[src/rtl/dsp_seq_pkg.sv]
// Shared types and OPMODE constants for the DSP slice MAC sequencer.
package dsp_seq_pkg;

    typedef enum logic [1:0] {IDLE, RUN, DRAIN, FLUSH} state_t;

    typedef struct packed {
        logic valid;
        logic first;
        logic last;
    } token_t;

    localparam logic [7:0] OPM_MAC_FIRST = 8'h01;  // X=M, Z=0
    localparam logic [7:0] OPM_MAC_ACC   = 8'h09;  // X=M, Z=P
    localparam logic [7:0] OPM_HOLD      = 8'h08;  // X=0, Z=P

    function automatic logic [7:0] tok_opmode(token_t t);
        if (!t.valid)
            return OPM_HOLD;
        return t.first ? OPM_MAC_FIRST : OPM_MAC_ACC;
    endfunction

endpackage

[src/rtl/dsp_tag_pipe.sv]
// Token delay line mirroring the slice datapath latency; taps feed OPMODE and result flag.
module dsp_tag_pipe
    import dsp_seq_pkg::*;
#(
    parameter int DEPTH   = 3,
    parameter int OPM_TAP = 1,
    parameter int RES_TAP = 2
) (
    input  logic   clk,
    input  logic   rst,
    input  logic   clr,
    input  token_t push,
    output token_t opm_tok,
    output token_t res_tok
);

    token_t [DEPTH-1:0] tok_pipe;

    always_ff @(posedge clk or posedge rst) begin
        if (rst)
            tok_pipe <= '0;
        else if (clr)
            tok_pipe <= '0;
        else
            tok_pipe <= {tok_pipe[DEPTH-2:0], push};
    end

    assign opm_tok = tok_pipe[OPM_TAP];
    assign res_tok = tok_pipe[RES_TAP];

endmodule

[src/rtl/dsp_mac_seq.sv]
// MAC sequencer driving DSP48A1-style slice CEs/OPMODE; P ends holding the sum of N products.
// Optional abort input and FLUSH state enabled by defining DSP_MAC_SEQ_ABORT_EN.
module dsp_mac_seq
    import dsp_seq_pkg::*;
#(
    parameter int LEN_W     = 16,
    parameter int A_LAT     = 1,
    parameter int MREG      = 1,
    parameter int OPMODEREG = 0
) (
    input  logic             clk,
    input  logic             rst,
`ifdef DSP_MAC_SEQ_ABORT_EN
    input  logic             abort,
`endif
    input  logic             cmd_valid,
    output logic             cmd_ready,
    input  logic [LEN_W-1:0] cmd_len,
    input  logic             op_valid,
    output logic             op_ready,
    output logic             dsp_ce_ab,
    output logic             dsp_ce_m,
    output logic             dsp_ce_p,
    output logic             dsp_ce_opmode,
    output logic [7:0]       dsp_opmode,
    output logic             res_valid,
    output logic             busy
);

    localparam int T       = A_LAT + MREG - 1 - OPMODEREG;
    localparam int D       = A_LAT + MREG + 1;
    localparam int OPM_TAP = (T < 0) ? 0 : T;

    if (T < 0) begin : g_bad_cfg
        $error("dsp_mac_seq: A_LAT+MREG-1-OPMODEREG must be >= 0");
    end

    state_t           state, state_nxt;
    logic [LEN_W-1:0] rem;
    logic             first_pend;
    logic             cmd_acc, op_acc, is_last, act, abort_hit;
    token_t           push_tok, opm_tok, res_tok;
    logic             unused_tok;

    assign cmd_acc = cmd_valid & cmd_ready;
    assign op_acc  = op_valid & op_ready;
    assign is_last = (rem == LEN_W'(1));
    assign act     = (state == RUN) || (state == DRAIN);

`ifdef DSP_MAC_SEQ_ABORT_EN
    assign abort_hit = abort & act;
`else
    assign abort_hit = 1'b0;
`endif

    assign push_tok = '{valid: op_acc, first: op_acc & first_pend, last: op_acc & is_last};

    dsp_tag_pipe #(
        .DEPTH  (D),
        .OPM_TAP(OPM_TAP),
        .RES_TAP(D - 1)
    ) u_tag_pipe (
        .clk    (clk),
        .rst    (rst),
        .clr    (abort_hit || (state == FLUSH)),
        .push   (push_tok),
        .opm_tok(opm_tok),
        .res_tok(res_tok)
    );

    assign unused_tok = ^{opm_tok.last, res_tok.first};

    always_ff @(posedge clk or posedge rst) begin
        if (rst)
            state <= IDLE;
        else
            state <= state_nxt;
    end

    always_comb begin
        state_nxt     = state;
        cmd_ready     = (state == IDLE);
        op_ready      = (state == RUN);
        busy          = (state != IDLE);
        dsp_ce_m      = act;
        dsp_ce_p      = act;
        dsp_ce_opmode = act;
        dsp_opmode    = act ? tok_opmode(opm_tok) : OPM_HOLD;
        res_valid     = (state == DRAIN) && res_tok.valid && res_tok.last && !abort_hit;
        case (state)
            IDLE:    if (cmd_acc && cmd_len != '0) state_nxt = RUN;
            RUN:     if (op_acc && is_last)        state_nxt = DRAIN;
            DRAIN:   if (res_valid)                state_nxt = IDLE;
            default:                               state_nxt = IDLE;
        endcase
        // abort beats a coincident last-operand accept
        if (abort_hit)
            state_nxt = FLUSH;
    end

    assign dsp_ce_ab = op_acc;

    always_ff @(posedge clk or posedge rst) begin
        if (rst) begin
            rem        <= '0;
            first_pend <= 1'b0;
        end else if (cmd_acc) begin
            rem        <= cmd_len;
            first_pend <= 1'b1;
        end else if (op_acc) begin
            rem        <= rem - LEN_W'(1);
            first_pend <= 1'b0;
        end
    end

endmodule

[config.mk]
export PLATFORM = sky130hd
export DESIGN_NAME = dsp_mac_seq
export DESIGN_NICKNAME = d
export VERILOG_FILES = /design/src/rtl/dsp_seq_pkg.sv /design/src/rtl/dsp_tag_pipe.sv /design/src/rtl/dsp_mac_seq.sv
export SDC_FILE = /design/constraint.sdc
export NUM_CORES = 1
export LEC_CHECK = 0
export CORE_MARGIN = 3
export CORE_UTILIZATION = 30
export CTS_CLUSTER_SIZE = 25
export DETAILED_ROUTE_END_ITERATION = 6
export GPL_TIMING_DRIVEN = 0
export PLACE_DENSITY = 0.51
export REMOVE_ABC_BUFFERS = 1
export SETUP_SLACK_MARGIN = 0.2
export SLEW_MARGIN = 20
export SYNTH_ARGS = -nofsm -noshare
export SYNTH_HDL_FRONTEND = slang
export SYNTH_HIERARCHICAL = 1
export SYNTH_SLANG_ARGS = --single-unit
export TNS_END_PERCENT = 5
[constraint.sdc]
create_clock -name clk -period 1.9 [get_ports clk]
set_input_delay 0.19 -clock clk [delete_from_list [all_inputs] [get_ports clk]]
set_output_delay 0.19 -clock clk [all_outputs]
set_load 0.03 [all_outputs]
# ---- After elaboration in Yosys (flattened, before gate mapping)
# Cells that the tools add are included.
# W data, S select, Z words.
dict set report word_totals {
  word_cells 45
  inputBits 20
  regBits 27
  output_inout_bits 16
}
dict set report classes {
  mux 12
  reduce_logical 10
  eq_ne 7
  add_sub_neg 1
  bitwise_logic 4
}
# cell count
set ops {}
lappend ops {{$mux W16} 2}
lappend ops {{$eq A16 B1 Y1 const B} 1}
lappend ops {{$reduce_bool A16 Y1} 1}
lappend ops {{$sub A16 B1 Y16 const B} 1}
lappend ops {{$mux W9} 1}
lappend ops {{$mux W4} 2}
lappend ops {{$mux W8} 1}
lappend ops {{$mux W2} 3}
lappend ops {{$pmux W2 S3} 1}
lappend ops {{$and A1 B1 Y1} 4}
lappend ops {{$eq A2 B2 Y1 const B} 2}
lappend ops {{$logic_and A1 B1 Y1} 4}
lappend ops {{$ne A2 B1 Y1 const B} 2}
lappend ops {{$reduce_bool A2 Y1} 2}
lappend ops {{$reduce_and A3 Y1} 1}
lappend ops {{$eq A2 B1 Y1 const B} 1}
lappend ops {{$logic_not A2 Y1} 1}
lappend ops {{$mux W1} 2}
lappend ops {{$ne A2 B2 Y1 const B} 1}
lappend ops {{$logic_or A1 B1 Y1} 1}

# ---- Logic depth before layout (Yosys ltp)
# Gate-level depths: netlist (run 1).
dict set report logic_depth {
  ltp_word 5
  depth_mapped 7
  mapped_depth_nobuf 7
}

# ---- By module
# The synthesis (run 1) kept the hierarchy.
# module cells_per_inst area_each_um2 instances
set modules_own_cells {}
lappend modules_own_cells {dsp_mac_seq 142 1276.2 1}
lappend modules_own_cells {dsp_tag_pipe 25 330.3 1}

# ---- Least setup slack after synthesis (run 1)
# Ideal clock, no wire load.
dict set report synth_path {
  kind {register -> register}
  startpoint {register state[1]}
  endpoint {register rem[14]}
  period_less_slack_ps 2174
  path_slack_ps -274
  required_time_ps 1773
  setup_ps 127
  path_stages_with_launch 8
  arrival_ps 2048
  n_path_buf 0
  path_cell_list {dfrtp_1 inv_1 ha_1 nand3_1 nand2b_2 or4b_1 xor2_1 o21ai_2}
}
dict set report synth_between {
  elab_chain_cells 3
  elab_cells_between_ends 6
  classes_between {eq/ne: 1; mux: 1; bitwise: 2; reduce/logical: 2}
}
# element line_no
set synth_lines {}
lappend synth_lines {{from (decl)} dsp_mac_seq.sv:38} ;# state_t state, state_nxt;
lappend synth_lines {{from (signal assigned)} dsp_mac_seq.sv:77} ;# state <= state_nxt;
lappend synth_lines {{$eq A2 B1 Y1} dsp_mac_seq.sv:83} ;# op_ready = (state == RUN);
lappend synth_lines {{via op_ready} dsp_mac_seq.sv:20} ;# output logic op_ready,
lappend synth_lines {{$and A1 B1 Y1} dsp_mac_seq.sv:46} ;# assign op_acc = op_valid & op_ready;
lappend synth_lines {{$reduce_bool A2 Y1 (no source line)} n/a}
lappend synth_lines {{to (signal assigned)} dsp_mac_seq.sv:108} ;# rem <= cmd_len;
lappend synth_lines {{to (signal assigned)} dsp_mac_seq.sv:111} ;# rem <= rem - LEN_W'(1);
lappend synth_lines {{to (decl)} dsp_mac_seq.sv:39} ;# logic [LEN_W-1:0] rem;
# The timed path passes the listed nets, and every way through them passes these cells.
# A chain may end at the register's enable or synchronous reset.

# ---- Worst setup path in the final report (run 1)
dict set report layout_path {
  startpoint {register state[1]}
  endpoint {register rem[15]}
}
dict set report layout_between {
  elab_chain_cells 3
  elab_cells_between_ends 6
  classes_between {eq/ne: 1; mux: 1; bitwise: 2; reduce/logical: 2}
}
# element line_no
set layout_lines {}
lappend layout_lines {{$eq A2 B1 Y1 or $logic_not A2 Y1 (tied branches)} {dsp_mac_seq.sv:83, dsp_mac_seq.sv:82}}
lappend layout_lines {{$and A1 B1 Y1, on equally long branches} {dsp_mac_seq.sv:46, dsp_mac_seq.sv:45}}
lappend layout_lines {{$reduce_bool A2 Y1 (no source line) or $mux W16 (tied branches)} n/a}
# Several ways; a longest one is shown, not always the timed one.

==> results by group, run 1 <==
Die
  • Die Span Y: 78.1 um
  • Die X: 78.1 um
  • Area of the core: 4880 um2
  • Row count: 25
  • Top-Level Pins: 36
  • Initial core utilization: 32.0%
  • Die area: 6100 um2

Timing
  • Setup ws final: 61.7 ps
  • Endpoints failing hold: 0
  • Unrepaired setup endpoints after global routing: yes
  • Worst hold slack: 185 ps
  • Setup TNS: 0 ps
  • Worst Max-Slew Pin Slew: 747 ps
  • Fin crit share: 96.8%
  • Slew Limit Fails: 0
  • Final setup vio count: 0
  • Slew headroom: 50.2%
  • Clk_skew: 1.27 ps
  • Crit path time final: 1840 ps
  • Fmax: 0.544 GHz

Critical path
  • Crit path capture type: register
  • CP Data Required Time: 2060 ps
  • Slowest stage cell, crit path: dfrtp_1
  • Worst Path Max Fanout: 5
  • Largest delay contributor family on the critical path: simple AND/OR/NAND/NOR gates
  • Worst setup path class: reg -> reg
  • Data arrival, critical path: 1990 ps
  • Startpoint Class: register
  • Buf/Inv on CP: 1
  • Max incr delay on CP: 420 ps
  • Reg2reg start: state[1]
  • Critical-path cell list: inv_2 > ha_4 > and4bb_2 > nand4_1 > nor4b_2 > xnor2_1 > o21ai_1
  • Crit path launch: state[1]

Worst hold path
  • Hold/Removal Path Class: in -> async

Placed design
  • Final HPWL DP: 2390 um
  • Port Buf Inserts: 29
  • Routability cong.: 0.703
  • Pre-CTS setup slack: -299 ps

GRT
  • Vias in the first global route: 1128
  • Antenna violations before repair: 0
  • Total GRT Usage: 11.0%
  • Largest net degree at the start of global routing: 34
  • Congestion Overflow GR: 0
  • First-pass GRT wire length: 5310 um

Synth
  • Synth warn: 6
  • Synth Cell Area: 1560 um2
  • Synth Instances: 163
  • Synthesized area per cell: 9.57 um2

Final layout
  • Ratio of cells with drive above 1 in the final layout: 21.5%
  • Area grow syn2layout: 28.4%
  • Most frequent cells in the layout: dfrtp_1, nand2_1, clkdlybuf4s50_1, o21ai_0, nor2b_1
  • Layout Nets: 220
  • Commonest non-fill, non-tap cell in the layout: dfrtp_1
  • Final core utilization: 41.1%
  • N_diodes: 0
  • Final-layout fill cell count: 509

Detailed routing
  • Post-detailed-route DRC marker count: 0
  • DRT Wirelength: 3250 um
  • DR pass1 iterations: 4
  • WL per Instance: 12.6 um
  • Vias/cell: 4.55
  • Initial DRC Count: 41
  • Via Count: 1173
  • Final ANT Viol Nets: 0

Clock tree
  • Clock Sinks: 27
  • Clk root buf: clkbuf_8
  • Clk slew on worst S/H paths: 90 ps
  • Clk_lat worst skew: 270 ps
  • Clk buf depth: 2
  • Hold-fix buffers at CTS: 0
  • CTS H-tree depth: 1
  • TritonCTS clock tree: done
  • Num CTS Buffers: 3

Power
  • Pwr Total: 0.00279 W
  • Leakage: 0.857 nW
  • Max IR drop VDD: 0.582 mV
  • Power per cell area: 1390 nW/um2

Outcome
  • Status: finished, final reports clean

Run
  • Max cap viols: 0
==> power breakdown <==
part	internal (W)	switching (W)	total [W]
Sequential	0.000802	0.000253	0.00106
Combinational	0.000601	0.000803	0.00140
Clock	0.000150	0.000176	0.000327
==> registers in the layout (all words and copies together), names as in the netlist <==
name,count
u_tag_pipe/opm_tok,3
rem,16
u_tag_pipe/res_tok,2
u_tag_pipe/tok_pipe,3
state,2
first_pend,1
==> per-stage QoR <==
stage               area [um2]  cells
finish                    2000    258
global route              2000    258
CTS                       1950    252
detailed placement        1850    248
global placement          1850    248
floorplan                 1470    152
==> path summary, 6_finish.rpt <==
path	to	slack, ps	cells after the start
max	rem[15]	60	7
min	u_tag_pipe/opm_tok[1]	190	2
max reg2reg	rem[15]	60	7
min reg2reg	u_tag_pipe/res_tok[0]	470	1
max in group asynchronous	state[0]	1010	2
min in group clk	rem[7]	280	3
==> area by class of cell <==
| type | instances | area [um2] | share of cell area [%] |
|---|---|---|---|
| repair buffers | 35 | 304 | 15.2 |
| inverters | 8 | 30.0 | 1.50 |
| flip-flops and latches | 27 | 677 | 33.8 |
| well taps | 67 | 83.8 | 4.18 |
| multi-input cells | 117 | 863 | 43.1 |
| clock buffers | 4 | 45.0 | 2.25 |
==> per-layer routing <==
metal	vias up	wire length (um)	global-route usage, %
met2	25	1600	18.5
met1	566	1510	14.2
met3	2	112	1.95
met5	-	0	0
li1	580	-	-
met4	0	19	3.67
==> timing repair <==
action / CTS / global route
endpoints found under the setup margin: 29 / 25
setup buffers: 0 / 6
gates resized for setup: 40 / 22
pin swaps: 7 / 3
Note: power is estimated with default switching activity, not from simulation.
==> run 2, diff against run 1 <==
--- a/config.mk
+++ b/config.mk
@@ -6,11 +6,11 @@
 export NUM_CORES = 1
 export LEC_CHECK = 0
 export CORE_MARGIN = 3
-export CORE_UTILIZATION = 30
+export CORE_UTILIZATION = 54
 export CTS_CLUSTER_SIZE = 25
 export DETAILED_ROUTE_END_ITERATION = 6
 export GPL_TIMING_DRIVEN = 0
-export PLACE_DENSITY = 0.51
+export PLACE_DENSITY = 0.82
 export REMOVE_ABC_BUFFERS = 1
 export SETUP_SLACK_MARGIN = 0.2
 export SLEW_MARGIN = 20
==> constraint.sdc (replaced) <==
create_clock -name clk -period 2.2 [get_ports clk]
set_input_delay 0.22 -clock clk [delete_from_list [all_inputs] [get_ports clk]]
set_output_delay 0.22 -clock clk [all_outputs]
set_load 0.03 [all_outputs]
==> run 2 against run 1 <==
Against the previous run: clock power down 35%; worst setup slack better by 140 ps; largest power group unchanged; final area down 7.1%; largest cell class unchanged.
==> results by group, run 2 (synthesized netlist as in run 1, its figures left out) <==
Critical path
  • FF-to-FF End: rem[14] (was rem[15])
  • Buf/Inv on CP: 1 (unchanged)
  • Crit path capture type: register (unchanged)
  • Max incr delay on CP: 530 ps (was 420 ps)
  • Data arrival, critical path: 2200 ps (was 1990 ps)
  • Worst Path Max Fanout: 6 (was 5)
  • Worst reg2reg setup slack: 210 ps (was 60 ps)
  • Reg2reg start: state[1] (unchanged)
  • Critical-path cell list: inv_2 > ha_4 > nand3_1 > nand2b_4 > or4b_1 > xor2_1 > o21ai_2 (was inv_2 > ha_4 > and4bb_2 > nand4_1 > nor4b_2 > xnor2_1 > o21ai_1)
  • Slowest stage cell, crit path: or4b_1 (was dfrtp_1)
  • R2R cell count: 7 (unchanged)
  • Worst setup path class: reg -> reg (unchanged)
  • Largest delay contributor family on the critical path: simple AND/OR/NAND/NOR gates (unchanged)
  • CP Data Required Time: 2400 ps (was 2060 ps)
  • Startpoint Class: register (unchanged)

Power
  • Power per cell area: 1210 nW/um2 (was 1390 nW/um2)
  • Max IR drop VDD: 0.834 mV (was 0.582 mV)
  • Sequential cell fraction of total power: 39.6% (was 37.9%)
  • Combinational share of power: 51.0% (was 50.4%)
  • Int Power: 0.00124 W (was 0.00155 W)
  • Switching share of power: 44.8% (was 44.2%)
  • Leakage: 0.871 nW (was 0.857 nW)
  • Clock power share: 9.5% (was 11.7%)
  • Net Switching: 0.00101 W (was 0.00123 W)

Clock tree
  • Clk slew on worst S/H paths: 140 ps (was 90 ps)
  • Clk_lat worst skew: 320 ps (was 270 ps)
  • Clock Sinks: 27 (unchanged)
  • TritonCTS clock tree: done (unchanged)
  • Num CTS Buffers: 3 (unchanged)
  • Clk root buf: clkbuf_4 (was clkbuf_8)
  • Post-CTS setup buffers: 0 (unchanged)
  • Hold-fix buffers at CTS: 0 (unchanged)
  • CTS H-tree depth: 1 (unchanged)
  • Clk buf depth: 2 (unchanged)

Die
  • Initial core utilization: 59.7% (was 32.0%)
  • Die Span Y: 59.8 um (was 78.1 um)
  • Row count: 18 (was 25)
  • Die area: 3570 um2 (was 6100 um2)
  • Die X: 59.8 um (was 78.1 um)
  • Top-Level Pins: 36 (unchanged)
  • Area of the core: 2610 um2 (was 4880 um2)

Final layout
  • Max FFs per register: 16 (unchanged)
  • Most frequent cells in the layout: dfrtp_1, nand2_1, clkdlybuf4s50_1, o21ai_0, nor2b_1 (unchanged)
  • Fin cells: 215 (was 258)
  • Register Area: 677 um2 (unchanged)
  • Commonest non-fill, non-tap cell in the layout: dfrtp_1 (unchanged)
  • Reg with most FFs: rem (unchanged)
  • Final-layout fill cell count: 197 (was 509)
  • Area grow syn2layout: 19.3% (was 28.4%)
  • Ratio of cells with drive above 1 in the final layout: 10.3% (was 21.5%)
  • Finished Cell Area: 1860 um2 (was 2000 um2)
  • Layout Nets: 214 (was 220)
  • N_diodes: 0 (unchanged)
  • Multi-input combinational cell area: 802 um2 (was 863 um2)

Timing
  • Final setup vio count: 0 (unchanged)
  • Slew headroom: 50.5% (was 50.2%)
  • Slew Limit Fails: 0 (unchanged)
  • Setup ws final: 206 ps (was 61.7 ps)
  • Crit path time final: 1990 ps (was 1840 ps)
  • Worst Max-Slew Pin Slew: 742 ps (was 747 ps)
  • Worst hold slack: 157 ps (was 185 ps)
  • Endpoints failing hold: 0 (unchanged)
  • Clk_skew: 5.90 ps (was 1.27 ps)
  • Fmax: 0.501 GHz (was 0.544 GHz)
  • Fin crit share: 90.6% (was 96.8%)
  • Unrepaired setup endpoints after global routing: yes (unchanged)

GRT
  • Largest net degree at the start of global routing: 34 (unchanged)
  • Antenna violations before repair: 0 (unchanged)
  • First-pass GRT wire length: 5050 um (was 5310 um)
  • Total GRT Usage: 18.6% (was 11.0%)
  • Vias in the first global route: 1178 (was 1128)
  • Congestion Overflow GR: 0 (unchanged)

Detailed routing
  • Final ANT Viol Nets: 0 (unchanged)
  • Initial DRC Count: 42 (was 41)
  • Post-detailed-route DRC marker count: 0 (unchanged)
  • DRT Wirelength: 3060 um (was 3250 um)
  • DR pass1 iterations: 4 (unchanged)
  • WL per Instance: 14.2 um (was 12.6 um)
  • Via Count: 1159 (was 1173)
  • Vias/cell: 5.39 (was 4.55)

Worst hold path
  • Hold/Removal Path Class: in -> async (unchanged)

Placed design
  • Final HPWL DP: 2300 um (was 2390 um)
  • Pre-CTS setup slack: -11.9 ps (was -299 ps)
  • Port Buf Inserts: 29 (unchanged)
  • Placed insts: 211 (was 248)
  • Routability cong.: 0.769 (was 0.703)
  • Placed Area: 1800 um2 (was 1850 um2)

Run
  • Max cap viols: 0 (unchanged)

Outcome
  • Status: finished, final reports clean (unchanged)
[run 2: cell count changes in the layout (fill, tap and decap cells not counted), sizes merged]
cell / change
clkbuf: -3
dlymetal6s2s: +6
buf: -7
clkdlybuf4s50: +2
clkdlybuf4s15: -1
dlygate4sd2: -3
[run 2: what timing repair did]
action | CTS | global route
setup endpoints to repair | 16 | 27
gates cloned | 0 | 0
resized for setup | 6 | 18
pin swaps | 0 | 1
hold endpoints to repair | 0 | 0
[run 2: worst max path at each step]
stage	from	to	depth (start not counted)
after floorplan	state[1]	rem[14]	7
after global placement	state[1]	rem[14]	7
after detailed placement	state[1]	rem[14]	7
after CTS	state[0]	dsp_ce_opmode	3
after global routing	state[1]	rem[14]	7
final	state[1]	rem[14]	7
[run 2: routing by layer]
| layer | global-route usage [%] | routed length [um] |
|---|---|---|
| met5 | 0 | 0 |
| met4 | 3.80 | 13 |
| met3 | 3.24 | 153 |
| met2 | 32.1 | 1500 |
| met1 | 24.5 | 1390 |
[run 2: final cells by class]
type                       count  area share [%]
multi-input combinational    117            43.1
sequential                    27            36.4
clock buffer                   4            1.41
tap                           30            2.02
timing repair buffer          29            15.5
inverter                       8            1.61
[run 2: per-stage QoR]
step	TNS (ps)	util [%]	total power [W]
2_1_floorplan	0	-	0.00164
3_3_place_gp	0	69.0	0.00197
3_5_place_dp	-11.9	69.0	0.00203
4_1_cts	0	70.1	0.00224
5_1_grt	0	71.3	0.00241
6_report	0	71.3	0.00225
[run 2: power groups by stage]
stage,registers (W),clock network (W),logic (W)
after floorplan,0.000846,0,0.000797
after global placement,0.000868,0,0.00110
after detailed placement,0.000887,0,0.00115
after CTS,0.000877,0.000216,0.00114
after global routing,0.000922,0.000238,0.00125
final,0.000889,0.000212,0.00114
==> run 3, diff against run 2 <==
--- a/config.mk
+++ b/config.mk
@@ -10,6 +10,7 @@
 export CTS_CLUSTER_SIZE = 25
 export DETAILED_ROUTE_END_ITERATION = 6
 export GPL_TIMING_DRIVEN = 0
+export HOLD_SLACK_MARGIN = 0.15
 export PLACE_DENSITY = 0.82
 export REMOVE_ABC_BUFFERS = 1
 export SETUP_SLACK_MARGIN = 0.2
==> results of run 3 <==
The final DEF is identical to that of run 2; final timing and power are the same.
==> RTL change (config.mk and constraints of run 1) <==
`A_LAT`: 1 -> 2.
--- a/src/rtl/dsp_mac_seq.sv
+++ b/src/rtl/dsp_mac_seq.sv
@@ -6,3 +6,3 @@
     parameter int LEN_W     = 16,
-    parameter int A_LAT     = 1,
+    parameter int A_LAT     = 2,
     parameter int MREG      = 1,
Formal check against the unedited RTL: not equivalent (Yosys sat finds a counterexample within 4 cycles, from zero or initial values and one cycle with rst high).
==> RTL change against run 1 <==
  * Combinational power up 13%
  * Fmax rose by 1.1%
  * Synthesized cell count is 4.3% higher
  * Routed wire length grew 7.4%
  * Clock power is 150% higher
  * Clock skew is 0.0049 ns higher
  * Sequential cell count up 3
  * Worst setup slack gained 0.021 ns
  * Critical endpoint is now rem[14]
  * Worst hold slack gained 0.032 ns
  * Count of clock-buffer cells in the layout rose by 2
  * Area after synthesis increased by 9.1%
  * Critical path depth unchanged
  * Design area rose by 14%
  * Power grew 26%
==> RTL change: results <==
export IMPL_slowest_delay_ns=0.50
export IMPL_syn_inst=170
export IMPL_dp_cells=257
export IMPL_drt_pass1_iterations=3
export IMPL_vias_post_dr=1219
export IMPL_final_setup_skew_ns=0.00621
export IMPL_drive_above_1_share=0.300
export IMPL_finalNonFillerCells=273
export IMPL_number_of_nets_at_the_end_of_the_flow=230
export IMPL_placedInstanceArea_mm2=0.00198
export IMPL_power_ir_vdd_worst_v=0.000773
export IMPL_fillerInstances=532
export IMPL_h_tree_depth_reported_by_cts=2
export IMPL_grt_pass1_wl_um=5560
export IMPL_gp_routability_congestion=0.688
export IMPL_master_of_the_slowest_instance_on_the_critical_path="sky130_fd_sc_hd__or4b_4"
export IMPL_outcome="completed"
export IMPL_clock_latency_ns=0.29
export IMPL_track_usage=0.113
export IMPL_worst_pin_slew_ns=0.782
export IMPL_worst_path_dominant_cell_family="simple AND/OR/NAND/NOR gates"
export IMPL_first_global_vias=1177
export IMPL_cts_made_buffers=5
export IMPL_dp_worst_setup_slack_ns=-0.321
export IMPL_path_max_fanout=6
export IMPL_clk_pin_slew_ns=0.07
export IMPL_place_hpwl_um=2520
export IMPL_finalInstanceArea_mm2=0.00228
export IMPL_route_final_wire_length_um=3490
export IMPL_p_leak_nw=0.975
## RTL change: changes by cell type in the layout (fill, tap and decap cells not counted), sizes merged, moves of 2 or more
cell and delta:
buf +4, clkdlybuf4s15 +3, dfrtp +3, and2b +2
bufinv +2, clkbuf -2
## RTL change: final timing paths
check	to	depth (start not counted)	slack [ns]
min	u_tag_pipe/opm_tok[0]	2	0.22
min reg2reg	u_tag_pipe/opm_tok[0]	1	0.46
max	rem[14]	7	0.08
max in group asynchronous	state[0]	2	0.98
min in group clk	rem[11]	3	0.27
max reg2reg	rem[14]	7	0.08
## RTL change: cell type report
class | count | area share
Sequential cell | 30 | 0.330
Inverter | 8 | 0.0143
Clock inverter | 2 | 0.0263
Timing Repair Buffer | 37 | 0.145
Clock buffer | 6 | 0.0362
Multi-Input combinational cell | 120 | 0.410
Tap cell | 70 | 0.0384
## RTL change: routing by layer
metal	wire length, µm	global-route usage
met1	1680	0.145
met2	1570	0.181
met3	183	0.0344
met4	51	0.0355
met5	0	0
## RTL change: where the power goes
group	total, mW	switching (mW)	internal [mW]
clock	0.807	0.248	0.559
sequential	1.13	0.251	0.879
combinational	1.58	0.855	0.725
## RTL change: timing repair
item | in CTS | in global routing
endpoints found under the setup margin | 29 | 24
pin swaps | 6 | 6
setup buffers | 0 | 8
cloned | 0 | 0
resized for setup | 48 | 18
